===== src/rtl/bsg_sdr_link_reset_sequencer.sv =====
// SDR link bring-up sequencer: walks token/link/core resets and the node enable
// through fixed-length phases, with early stop, abort and synchronous reset.
module bsg_sdr_link_reset_sequencer #(
    parameter int unsigned step_cycles_p  = 100,
    parameter int unsigned run_cycles_p   = 5000,
    parameter int unsigned drain_cycles_p = 500
) (
    input  logic       clk_i,
    input  logic       reset_i,
    input  logic       start_i,
    input  logic       stop_i,
    input  logic       abort_i,
    output logic       async_token_reset_o,
    output logic       async_uplink_reset_o,
    output logic       async_downlink_reset_o,
    output logic       async_downstream_reset_o,
    output logic       core_reset_o,
    output logic       en_o,
    output logic       done_o,
    output logic [3:0] state_o
);

    localparam int unsigned max_a_lp      = (step_cycles_p > run_cycles_p) ? step_cycles_p
                                                                           : run_cycles_p;
    localparam int unsigned max_cycles_lp = (max_a_lp > drain_cycles_p) ? max_a_lp
                                                                        : drain_cycles_p;
    localparam int unsigned cnt_width_lp  = (max_cycles_lp + 1 <= 2) ? 1
                                                                     : $clog2(max_cycles_lp + 1);

    localparam logic [cnt_width_lp-1:0] step_ld_lp  = cnt_width_lp'(step_cycles_p - 1);
    localparam logic [cnt_width_lp-1:0] drain_ld_lp = cnt_width_lp'(drain_cycles_p - 1);
    localparam logic [cnt_width_lp-1:0] run_ld_lp   =
        (run_cycles_p == 0) ? '0 : cnt_width_lp'(run_cycles_p - 1);

    typedef enum logic [3:0] {
        StIdle       = 4'd0,
        StTokHi      = 4'd1,
        StTokLo      = 4'd2,
        StUplink     = 4'd3,
        StDownlink   = 4'd4,
        StDownstream = 4'd5,
        StCore       = 4'd6,
        StRun        = 4'd7,
        StDrain      = 4'd8,
        StDone       = 4'd9
    } state_t;

    state_t                  state_q, state_d;
    logic [cnt_width_lp-1:0] cnt_q, cnt_d;
    logic                    cnt_zero;

    logic tok_d, uplink_d, downlink_d, downstream_d, core_d, en_d, done_d;

    always_comb begin
        state_d  = state_q;
        cnt_d    = cnt_q;
        cnt_zero = (cnt_q == '0);
        if (abort_i) begin
            state_d = StIdle;
        end else begin
            unique case (state_q)
                StIdle: begin
                    if (start_i) begin
                        state_d = StTokHi;
                        cnt_d   = step_ld_lp;
                    end
                end
                StTokHi, StTokLo, StUplink, StDownlink, StDownstream, StCore: begin
                    if (cnt_zero) begin
                        // Encodings are consecutive, so each bring-up phase advances by one.
                        state_d = state_t'(state_q + 4'd1);
                        cnt_d   = (state_q == StCore) ? run_ld_lp : step_ld_lp;
                    end else begin
                        cnt_d = cnt_q - cnt_width_lp'(1);
                    end
                end
                StRun: begin
                    if (stop_i || (run_cycles_p != 0 && cnt_zero)) begin
                        state_d = StDrain;
                        cnt_d   = drain_ld_lp;
                    end else if (run_cycles_p != 0) begin
                        cnt_d = cnt_q - cnt_width_lp'(1);
                    end
                end
                StDrain: begin
                    if (cnt_zero) begin
                        state_d = StDone;
                    end else begin
                        cnt_d = cnt_q - cnt_width_lp'(1);
                    end
                end
                StDone: begin
                end
                default: state_d = StIdle;
            endcase
        end
    end

    // Outputs are decoded from the next state and registered so they come straight from flops.
    always_comb begin
        tok_d        = (state_d == StTokHi);
        uplink_d     = (state_d < StUplink);
        downlink_d   = (state_d < StDownlink);
        downstream_d = (state_d < StDownstream);
        core_d       = (state_d < StCore);
        en_d         = (state_d == StRun);
        done_d       = (state_d == StDone);
    end

    always_ff @(posedge clk_i) begin
        if (reset_i) begin
            state_q                  <= StIdle;
            cnt_q                    <= '0;
            async_token_reset_o      <= 1'b0;
            async_uplink_reset_o     <= 1'b1;
            async_downlink_reset_o   <= 1'b1;
            async_downstream_reset_o <= 1'b1;
            core_reset_o             <= 1'b1;
            en_o                     <= 1'b0;
            done_o                   <= 1'b0;
        end else begin
            state_q                  <= state_d;
            cnt_q                    <= cnt_d;
            async_token_reset_o      <= tok_d;
            async_uplink_reset_o     <= uplink_d;
            async_downlink_reset_o   <= downlink_d;
            async_downstream_reset_o <= downstream_d;
            core_reset_o             <= core_d;
            en_o                     <= en_d;
            done_o                   <= done_d;
        end
    end

    assign state_o = state_q;

endmodule


===== config.mk =====
export PLATFORM = sky130hd
export DESIGN_NAME = bsg_sdr_link_reset_sequencer
export DESIGN_NICKNAME = d
export VERILOG_FILES = /design/src/rtl/bsg_sdr_link_reset_sequencer.sv
export SDC_FILE = /design/constraint.sdc
export NUM_CORES = 1
export LEC_CHECK = 0
export CAP_MARGIN = 20
export CELL_PAD_IN_SITES_DETAIL_PLACEMENT = 2
export CELL_PAD_IN_SITES_GLOBAL_PLACEMENT = 2
export CORE_ASPECT_RATIO = 0.5
export CORE_MARGIN = 3
export CORE_UTILIZATION = 31
export CTS_BUF_LIST = sky130_fd_sc_hd__clkbuf_8
export DETAILED_ROUTE_END_ITERATION = 8
export PLACE_DENSITY_LB_ADDON = 0.1
export SLEW_MARGIN = 5
export SYNTH_ARGS = -nofsm -noshare
export SYNTH_HDL_FRONTEND = slang
export SYNTH_SLANG_ARGS = --single-unit

===== constraint.sdc =====
create_clock -name clk_i -period 4.7 [get_ports clk_i]
set_input_delay 0.705 -clock clk_i [delete_from_list [all_inputs] [get_ports clk_i]]
set_output_delay 0.705 -clock clk_i [all_outputs]
set_load 0.01 [all_outputs]

==> out/qor.yml, run 1 <==
yosys:
  ys.flop_type: "dfxtp_1"
  synthDistinctLibCells: 48
  synthTopCellsByArea: "dfxtp_1, a21oi_1, nor2_1"
  async_reset_ff_frac: 0
  syn-num-nets: 210
  ys_ff_latch: 24
  synth_cells: 198
  syn-cell-area_sq_um: 1556
  synth_most_common_cell: "nor2_1"
  ys_top_cells_by_count: "nor2_1, dfxtp_1, a21oi_1"
  synth_largest_area_cell: "dfxtp_1"
  yosys_warnings: 0
  synth_top_area_share: 0.3087
  synth_area_per_cell_sq_um: 7.861
  synth-seq-area-share: 0.3087
  synth_edf_count: 0
global_routing:
  grt.total_usage: 0.1852
  grt_pass1_vias: 1662
  grt_pass1_wl_um: 8811
  grt_max_degree: 15
  gr-total-overflow: 0
  antenna_found_initial: 0
finish:
  area_growth_pct: 16.88
  nFillCells: 550
  finalNetCount: 227
  multi_input_area_sq_um: 1031
  antennaDiodeCount: 0
  drive_above_1_share: 0.07512
  instances_no_fill: 279
  regArea_sq_um: 480.5
sta:
  hold_viol: 0
  fin_skew_ns: 0.007448
  worstMarginPinSlew_ns: 0.8872
  final.min_clock_period_ns: 3.269
  setup_ws_ns: 1.431
  layout_worst_path_cycle_share: 0.6955
  fin_tns_setup_ns: 0
  fmax_ghz: 0.3059
  slew_headroom: 0.4045
  drv_slew: 0
  setup_viol: 0
  rsz0062_at_grt: "no"
route:
  drt_iter0_drc: 34
  vias_per_cell: 5.659
  via_count: 1579
  drc: 0
  drt-total-wl_um: 5267
  wl_per_cell_um: 18.88
  drt-pass1-iter-count: 4
  ant_nets: 0
clock_network:
  h-tree-depth: 1
  numCtsBuffers: 3
  cts_setup_buffers: 0
  cts.sinks: 24
  hold_buffers: 0
  cts_buffer_depth: 2
  clockRootBuffer: "clkbuf_8"
  tritoncts: "yes"
  clkLatencyLatePin_ns: 0.27
  post_cts_resized: 0
  clk_pin_slew_ns: 0.09
power_and_ir_drop:
  power.density_nw_per_um2: 252.5
  power.leakage_nw: 0.6795
  intPower_mw: 0.3091
  seq_power_share: 0.470
  p_clk_frac: 0.273
  p_comb_frac: 0.256
  swShare: 0.3270
  switching_power_mw: 0.1502
  ir_drop_uv: 95.27
setup_path:
  crit_path_end_kind: "flip-flop"
  worstReg2RegEnd: "done_o"
  cp-startpoint: "cnt_q[0]"
  cp_max_fo: 5
  rr_startpoint: "cnt_q[0]"
  required_ns: 4.87
  worstPathArrival_ns: 3.44
  reg2reg_depth: 10
  reg2reg_slack_ns: 1.43
  startpoint_type: "flip-flop"
  crit_type: "reg2reg"
floorplan:
  die_x_um: 106.2
  dieHeight_um: 56.11
  rows: 17
  dieArea_sq_um: 5959
  initial_core_util: 0.3372
  io_pins: 16
  core_sq_um: 4616
worst_hold_path:
  hold_end: "cnt_q[7]"
  hp-class: "reg2reg"
  worstHoldStart: "cnt_q[7]"
  hold_depth: 2
placed_design:
  port_buffers: 15
  post-place-ws_ns: 1.478
  gp_congestion: 0.8164
  placedCellCount: 275
  place_hpwl_um: 4051
status:
  status: "finished clean"
flow_run:
  max_cap_violations: 0
-- cell families (layout without fill, tap and decap cells) --
logic type	count (synthesis)	in the layout	share of synthesized area
DFF	24	24	0.3087
and+or+nand+nor	89	89	0.3344
AOI/OAI and AO/OA	64	64	0.2540
xor gates and xnor gates	2	2	0.01126
buffers and inverters	11	26	0.02894
muxes	1	1	0.006431
adders and majority gates	7	7	0.05627
-- registers in the layout, summed over array words and instances (netlist names) --
name / count
async_downstream_reset_o: 1
en_o: 1
core_reset_o: 1
cnt_q: 13
async_downlink_reset_o: 1
done_o: 1
async_token_reset_o: 1
async_uplink_reset_o: 1
state_o: 4
-- critical path, stage by stage (launching register included) --
cell and delay (ns):
dfxtp_1 0.35, inv_1 0.07, ha_1 0.24, or4b_4 0.53
nor4_1 0.60, inv_1 0.11, ha_1 0.31, a221oi_1 0.44
o21a_1 0.26, nor4b_1 0.08, and3_1 0.19
-- cell type report --
| class | instances | share of cell area |
|---|---|---|
| tap | 66 | 0.04539 |
| clock buffer | 3 | 0.02270 |
| multi-input combinational | 163 | 0.5667 |
| sequential | 24 | 0.2641 |
| inverter | 7 | 0.01444 |
| timing repair buffer | 16 | 0.08666 |
-- layout by cell type, fill, tap and decap left out, types with 3 or more instances in the layout --
cell and n:
a211oi_1 3, a21oi_1 20, a31oi_1 3, clkbuf_8 3, clkdlybuf4s50_1 15, dfxtp_1 24, ha_1 7, inv_1 7
nand2_1 14, nand2b_1 3, nand3b_1 3, nor2_1 25, nor2b_1 3, nor3_1 13, o21a_1 3, o21ai_0 18
o31ai_1 3, or2_2 3, or3_1 5, or4_1 3
-- power groups by stage --
stage	Combinational, mW	Clock (mW)	Sequential (mW)
after floorplan	0.0796	0	0.219
after global placement	0.114	0	0.220
after detailed placement	0.116	0	0.221
after CTS	0.117	0.132	0.216
after global routing	0.130	0.139	0.217
final	0.118	0.126	0.216
-- worst max-delay path by stage --
stage and to:
5_1_grt en_o, 3_5_place_dp done_o, 4_1_cts done_o, 2_1_floorplan done_o
6_report done_o, 3_3_place_gp done_o
-- routing by layer --
metal,global-route usage,vias to the layer above,share of wire
met5,0,-,0
met4,0.01661,0,0.0019
met3,0.03708,2,0.025
met2,0.2889,22,0.45
met1,0.2715,784,0.53
li1,-,771,-
-- metrics by stage --
step	utilization	hold WS [ns]	power, mW	area, sq um
finish	0.3941	0.5140	0.4593	1819
global route	0.3941	0.5425	0.4865	1819
CTS	0.3925	0.5123	0.4644	1812
detailed placement	0.3836	0.4967	0.3363	1770
global placement	0.3836	0.4781	0.3347	1770
floorplan	-	0.4568	0.2989	1556
Note: power is estimated with default switching activity, not from simulation.
==> inputs of run 2 (changes only) <==
- clock period: 4.7 -> 3.21 ns (I/O delays scaled with it)
==> out/qor.yml, run 2 (synthesis results as in run 1) <==
clock_network:
  h-tree-depth: 1
  cts_buffer_depth: 2
  numCtsBuffers: 3
  clk_pin_slew_ns: 0.09
  clkLatencyLatePin_ns: 0.27
  cts_setup_buffers: 0
  post_cts_resized: 0
  tritoncts: "yes"
  cts.sinks: 24
  clockRootBuffer: "clkbuf_8"
  hold_buffers: 0
setup_path:
  worstReg2RegEnd: "done_o"
  worstPathArrival_ns: 3.13
  crit_type: "reg2reg"
  crit_path_max_incr_delay_ns: 0.53
  crit_path_top_delay_cell: "or4b_4"
  crit_chain: "inv_1 > ha_1 > or4b_4 > nor4_1 > buf_4 > inv_1 > ha_1 > a221oi_1 > o21a_1 > nor4b_1 > and3_1"
  rr_startpoint: "cnt_q[0]"
  worst_path_dominant_cell_family: "simple AND/OR/NAND/NOR gates"
  crit_path_end_kind: "flip-flop"
  cp_max_fo: 5
  path_buf_inv: 3
  reg2reg_depth: 11
  reg2reg_slack_ns: 0.24
  startpoint_type: "flip-flop"
  required_ns: 3.37
sta:
  rsz0062_at_grt: "no"
  hold_slack_ns: 0.5156
  slew_headroom: 0.5501
  setup_viol: 0
  final.min_clock_period_ns: 2.966
  setup_ws_ns: 0.2440
  fin_tns_setup_ns: 0
  hold_viol: 0
  drv_slew: 0
  worstMarginPinSlew_ns: 0.6703
  layout_worst_path_cycle_share: 0.9240
  fin_skew_ns: 0.008403
  fmax_ghz: 0.3372
power_and_ir_drop:
  p_comb_frac: 0.274
  ir_drop_uv: 138.1
  seq_power_share: 0.463
  p_clk_frac: 0.264
  swShare: 0.3257
  intPower_mw: 0.4607
  power.density_nw_per_um2: 366.4
  power.leakage_nw: 0.7092
  switching_power_mw: 0.2225
placed_design:
  placed_cell_area_sq_um: 1823
  gp_congestion: 0.8097
  placedCellCount: 282
  place_hpwl_um: 4201
  port_buffers: 15
  post-place-ws_ns: 0.2801
finish:
  final_cell_mix: "nor2_1, dfxtp_1, a21oi_1, o21ai_0, clkdlybuf4s50_1"
  largest_reg_flops: 13
  top_register: "cnt_q"
  drive_above_1_share: 0.1005
  final_common_cell: "nor2_1"
  antennaDiodeCount: 0
  post-route-cell-area_sq_um: 1864
  instances_no_fill: 285
  area_growth_pct: 19.78
  finalNetCount: 233
floorplan:
  initial_core_util: 0.3372
  io_pins: 16
  dieHeight_um: 56.11
  rows: 17
  core_sq_um: 4616
  dieArea_sq_um: 5959
  die_x_um: 106.2
route:
  wl_per_cell_um: 19.14
  ant_nets: 0
  drt-pass1-iter-count: 4
  vias_per_cell: 5.589
  drt-total-wl_um: 5456
  drt_iter0_drc: 58
  via_count: 1593
  drc: 0
flow_run:
  max_cap_violations: 0
worst_hold_path:
  hold_end: "cnt_q[7]"
  hp-class: "reg2reg"
  hold_depth: 2
  worstHoldStart: "cnt_q[7]"
global_routing:
  grt_pass1_vias: 1721
  grt.met2_usage: 0.3123
  antenna_found_initial: 0
  use_met1: 0.2607
  grt_pass1_wl_um: 8963
  gr-total-overflow: 0
  grtUsageMet3: 0.03824
  grt_max_degree: 15
  grt-busiest-layer: "met2"
  grt.total_usage: 0.1889
status:
  status: "finished clean"
## run 2: power groups by stage
stage | clock network (mW) | registers [mW] | logic, mW
4_1_cts | 0.193 | 0.316 | 0.186
3_3_place_gp | 0 | 0.322 | 0.176
5_1_grt | 0.204 | 0.318 | 0.205
6_report | 0.180 | 0.316 | 0.187
3_5_place_dp | 0 | 0.323 | 0.184
2_1_floorplan | 0 | 0.321 | 0.117
## run 2: through the flow
stage                     utilization  total power [mW]
after detailed placement       0.3950            0.5072
after floorplan                     -            0.4376
final                          0.4039            0.6831
after global routing           0.4039            0.7262
after CTS                      0.4039            0.6951
after global placement         0.3950            0.4985
## run 2: how the worst max path moves through the flow
stage / from / to / slack (ns) / cells after the start
2_1_floorplan: cnt_q[0] / done_o / 0.59 / 10
3_3_place_gp: cnt_q[0] / done_o / 0.44 / 11
3_5_place_dp: cnt_q[0] / done_o / 0.28 / 11
4_1_cts: cnt_q[0] / done_o / 0.24 / 11
5_1_grt: cnt_q[0] / done_o / 0.03 / 11
6_report: cnt_q[0] / done_o / 0.24 / 11
## run 2: metal layers
| layer | vias to the layer above | wire length, um |
|---|---|---|
| met1 | 791 | 2831 |
| li1 | 779 | - |
| met2 | 19 | 2455 |
| met3 | 4 | 152 |
| met4 | 0 | 15 |
| met5 | - | 0 |
## run 2: worst register-to-register path: stages, from the launching register on
cell and delay, ns:
dfxtp_1 0.35, inv_1 0.07, ha_1 0.23, or4b_4 0.53, nor4_1 0.23, buf_4 0.19, inv_1 0.05, ha_1 0.28
a221oi_1 0.42, o21a_1 0.26, nor4b_1 0.07, and3_1 0.18
## run 2: cell type report
class                   instances  area [sq um]
multi-input cells             163          1031
fillers                       547          2751
clock buffers                   3         41.29
repair buffers                 22         202.7
flip-flops and latches         24         480.5
well taps                      66         82.58
inverters                       7         26.28
==> inputs of run 3 (changes only) <==
- SKIP_LAST_GASP: default -> 1
- SLEW_MARGIN: 5 -> 20
==> results of run 3 <==
Same layout as run 2: the final DEF is identical, and so are final timing and power.
==> RTL edit 1: new RTL, settings of run 3 <==
The output `en_o` loses its register stage (`en_o` becomes a continuous assignment).
--- a/src/rtl/bsg_sdr_link_reset_sequencer.sv
+++ b/src/rtl/bsg_sdr_link_reset_sequencer.sv
@@ -117,5 +117,4 @@
             async_downstream_reset_o <= 1'b1;
             core_reset_o             <= 1'b1;
-            en_o                     <= 1'b0;
             done_o                   <= 1'b0;
         end else begin
@@ -127,8 +126,9 @@
             async_downstream_reset_o <= downstream_d;
             core_reset_o             <= core_d;
-            en_o                     <= en_d;
             done_o                   <= done_d;
         end
     end
+
+    assign en_o = en_d;
 
     assign state_o = state_q;
Formal check against the unedited RTL: no difference found for any inputs over 10 cycles, from zero or initial values and one cycle with reset_i high; that may be too few to reach the edited logic, so the function may still have changed.
==> RTL edit 1 against run 3 <==
Total power up 5.2%; area after synthesis is 3.8% lower; sequential cell count down 1; routed wire length increased by 2.7%; register-to-register slack gained 200 ps; setup slack got worse by 110 ps; design area is 8.1% higher.
==> RTL edit 1: results (changes against run 3) <==
[synth]
synthAdderAreaFrac=0.05848  ; +0.002209
synthMuxAreaShare=0  ; -0.006431
yosys-top-cells-area=dfxtp_1 31%, a21oi_1 6.7%, nor2_1 6.3%
synth_commonest_cells=25 x nor2_1, 23 x dfxtp_1, 20 x a21oi_1
ys_seq_area_frac=0.3074  ; -0.001246
avgSynthCellArea_um2=7.883  ; +0.27%
synth_xor_area_frac=0.01754  ; +0.006290
syn-num-nets=202  ; -3.8%
synth_cell_type_count=50  ; +4.2%

[detailed_routing]
vias=1643  ; +3.1%
drt_iter0_markers=44  ; -24%

[worst_setup_path]
cp.arrival_ps=2590  ; -540 ps
rrSetupSlack_ps=440  ; +200 ps
worst-path-max-fanout=2  ; -3

[placed_design]
finalWeightedCongestion=0.8119  ; +0.27%
post_dp_cell_area_um2=1924  ; +5.6%
placed_cells=294  ; +4.3%
pre_cts_ws_ps=-65.12  ; -345.2 ps

[finish]
nNetsFinal=247  ; +6.0%
nFillCells=531  ; -2.9%

[outcome]
status=finished, final reports clean

[worst_hold_path]
hold-path-endpoint=cnt_q[1]
min_from=cnt_q[1]

[power]
max-vdd-ir-drop_uv=135.8  ; -1.6%
power_leakage_nw=0.8072  ; +14%

[grt]
grt_pass1_vias=1761  ; +2.3%
grt_pass1_wl_um=8928  ; -0.39%
grt_max_degree=17  ; +2
track_usage=0.1994  ; +0.01043

[timing]
hold_slack_ps=488.2  ; -27.37 ps

## RTL edit 1: cell count changes in the layout (fill, tap and decap cells not counted), sizes merged, moves of 4 or more
cell,before,now
buf,7,32
or3,6,2
o21ai,19,10
inv,7,11
nand3,2,6
## RTL edit 1: layout make-up
cell class                      instances  area share
Clock buffer                            3     0.02050
Clock inverter                          1    0.001863
Inverter                               10     0.01988
Multi-Input combinational cell        151      0.4994
Sequential cell                        23      0.2298
Tap cell                               66     0.04099
Timing Repair Buffer                   46      0.1876
## RTL edit 1: cell families after synthesis
family          after synthesis
fa+ha+maj                     7
flops                        23
compound gates               53
simple gates                 88
buf+inv                      16
xor+xnor                      3
## RTL edit 1: where the power goes
| part | switching [mW] | internal (mW) |
|---|---|---|
| registers | 0.00549 | 0.295 |
| clock network | 0.0956 | 0.0855 |
| logic | 0.130 | 0.107 |
## RTL edit 1: routing by layer
layer	track usage	vias to the layer above	wire, um
li1	-	791	-
met1	0.2558	811	2730
met2	0.3600	33	2557
met3	0.04519	8	259
met4	0.02870	0	59
met5	0	-	0
## RTL edit 1: how the worst max path moves through the flow
stage / start / end / slack [ps] / cells after the start
6_report: cnt_q[1] / en_o / 140 / 11
5_1_grt: cnt_q[1] / en_o / -30 / 11
4_1_cts: cnt_q[1] / en_o / 9 / 11
3_5_place_dp: cnt_q[1] / en_o / -70 / 11
3_3_place_gp: cnt_q[1] / en_o / 40 / 11
2_1_floorplan: cnt_q[0] / en_o / 370 / 10
## RTL edit 1: what timing repair did
action | CTS | global route
setup buffers | 1 | 1
pin swaps | 2 | 5
endpoints found under the setup margin | 1 | 1
resized for setup | 5 | 9
## RTL edit 1: worst max-delay path: cells and delay by family, from the launching register on
family	cells	cell delay [ps]
simple gates	4	1200
flops	1	330
fa+ha+maj	2	330
buf+inv	3	260
compound gates	2	200
==> RTL edit 2: new RTL, flow settings as in run 3 <==
Made on the original files. Set the parameter `run_cycles_p` to 1250 (it was 5000).
--- a/src/rtl/bsg_sdr_link_reset_sequencer.sv
+++ b/src/rtl/bsg_sdr_link_reset_sequencer.sv
@@ -3,5 +3,5 @@
 module bsg_sdr_link_reset_sequencer #(
     parameter int unsigned step_cycles_p  = 100,
-    parameter int unsigned run_cycles_p   = 5000,
+    parameter int unsigned run_cycles_p   = 1250,
     parameter int unsigned drain_cycles_p = 500
 ) (
Formal check against the unedited RTL: same outputs for any inputs over 10 cycles, from zero or initial values and one cycle with reset_i high; that may be too few to reach the edited logic, so the function may still have changed.
==> RTL edit 2 against run 3 <==
Area after synthesis shrank 8.4%; sequential share of layout area grew 0.053 points; cell count shrank 15%; sequential cell count shrank 2; design area shrank 8.5%; critical path depth shrank 1; total power shrank 3.0%; setup slack gained 90 ps; routed wire length shrank 18%; critical path type unchanged; largest power group unchanged.
==> RTL edit 2: results (changes against run 3) <==
[grt]
grt_pass1_vias=1451  ; -16%
track_usage=0.1852  ; -0.003727

[finish]
largest_register_ff_count=11  ; -2
drive_above_1_share=0.1383  ; +0.03784
nFillCells=457  ; -16%
fin_cells=242  ; -15%

[worst_setup_path]
reg2reg_depth=10  ; -1
r2r-end=async_token_reset_o
rrSetupSlack_ps=330  ; +90 ps
cp-endpoint=async_token_reset_o

[power]
max-vdd-ir-drop_uv=149.2  ; +8.0%
power_leakage_nw=0.6084  ; -14%

[detailed_routing]
via_per_inst=5.669  ; +1.4%

[timing]
slew_headroom=0.6217  ; +0.07159
max_freq_mhz=347.7  ; +3.1%

[placed_design]
post_dp_cell_area_um2=1650  ; -9.5%
pre_cts_ws_ps=357.1  ; +77.05 ps
finalWeightedCongestion=0.8254  ; +1.9%

[synth]
synthAdderAreaFrac=0.05268  ; -0.003592
ys_seq_area_frac=0.3090  ; +0.0003613
synth_cell_type_count=51  ; +6.3%
synth_xor_area_frac=0.006146  ; -0.005108
synth_commonest_cells=22 x dfxtp_1, 20 x nor2_1, 12 x nor3_1
yosys-top-cells-area=dfxtp_1 31%, ha_1 5.3%, nor2_1 5.3%
avgSynthCellArea_um2=8.383  ; +6.6%
synth_compound_area_frac=0.2950  ; +0.04098

[outcome]
status=finished, final reports clean

RTL edit 2: per-layer routing:
metal	vias to the layer above	global-route usage	wire length, um
met5	-	0	0
met4	0	0.02179	26
met3	4	0.04787	188
met2	24	0.3041	1928
met1	673	0.2550	2337
li1	671	-	-
RTL edit 2: layout make-up:
| type | count | share of cell area |
|---|---|---|
| Timing Repair Buffer | 21 | 0.1145 |
| Clock buffer | 4 | 0.03228 |
| Inverter | 9 | 0.01981 |
| Multi-Input combinational cell | 132 | 0.5356 |
| Sequential cell | 22 | 0.2583 |
| Tap cell | 54 | 0.03962 |
RTL edit 2: worst min path at each step:
stage | to | start | slack, ps
finish | cnt_q[8] | cnt_q[8] | 530
global route | cnt_q[0] | cnt_q[0] | 580
detailed placement | cnt_q[8] | cnt_q[8] | 520
floorplan | cnt_q[2] | cnt_q[2] | 470
global placement | cnt_q[8] | cnt_q[8] | 500
CTS | cnt_q[2] | cnt_q[2] | 540
RTL edit 2: kinds of logic (layout without fill, tap and decap cells):
| group | count (synthesis) | after routing |
|---|---|---|
| compound gates | 53 | 53 |
| fa+ha+maj | 6 | 6 |
| buf+inv | 16 | 34 |
| xor+xnor | 1 | 1 |
| flops | 22 | 22 |
| simple gates | 72 | 72 |
RTL edit 2: where the power goes:
group | switching (mW) | internal (mW) | leakage [nW]
combinational | 0.0990 | 0.0723 | 0.401
sequential | 0.0101 | 0.281 | 0.179
clock | 0.0905 | 0.109 | 0.0288
total | 0.200 | 0.463 | 0.608
RTL edit 2: critical path: stages, from the launching register on:
cell and delay [ps]:
dfxtp_1 340, inv_1 90, ha_1 190, or4b_4 590
nor4_2 320, inv_1 80, ha_1 290, a221o_1 330
a41oi_1 250, or2_2 210, nor3_1 60
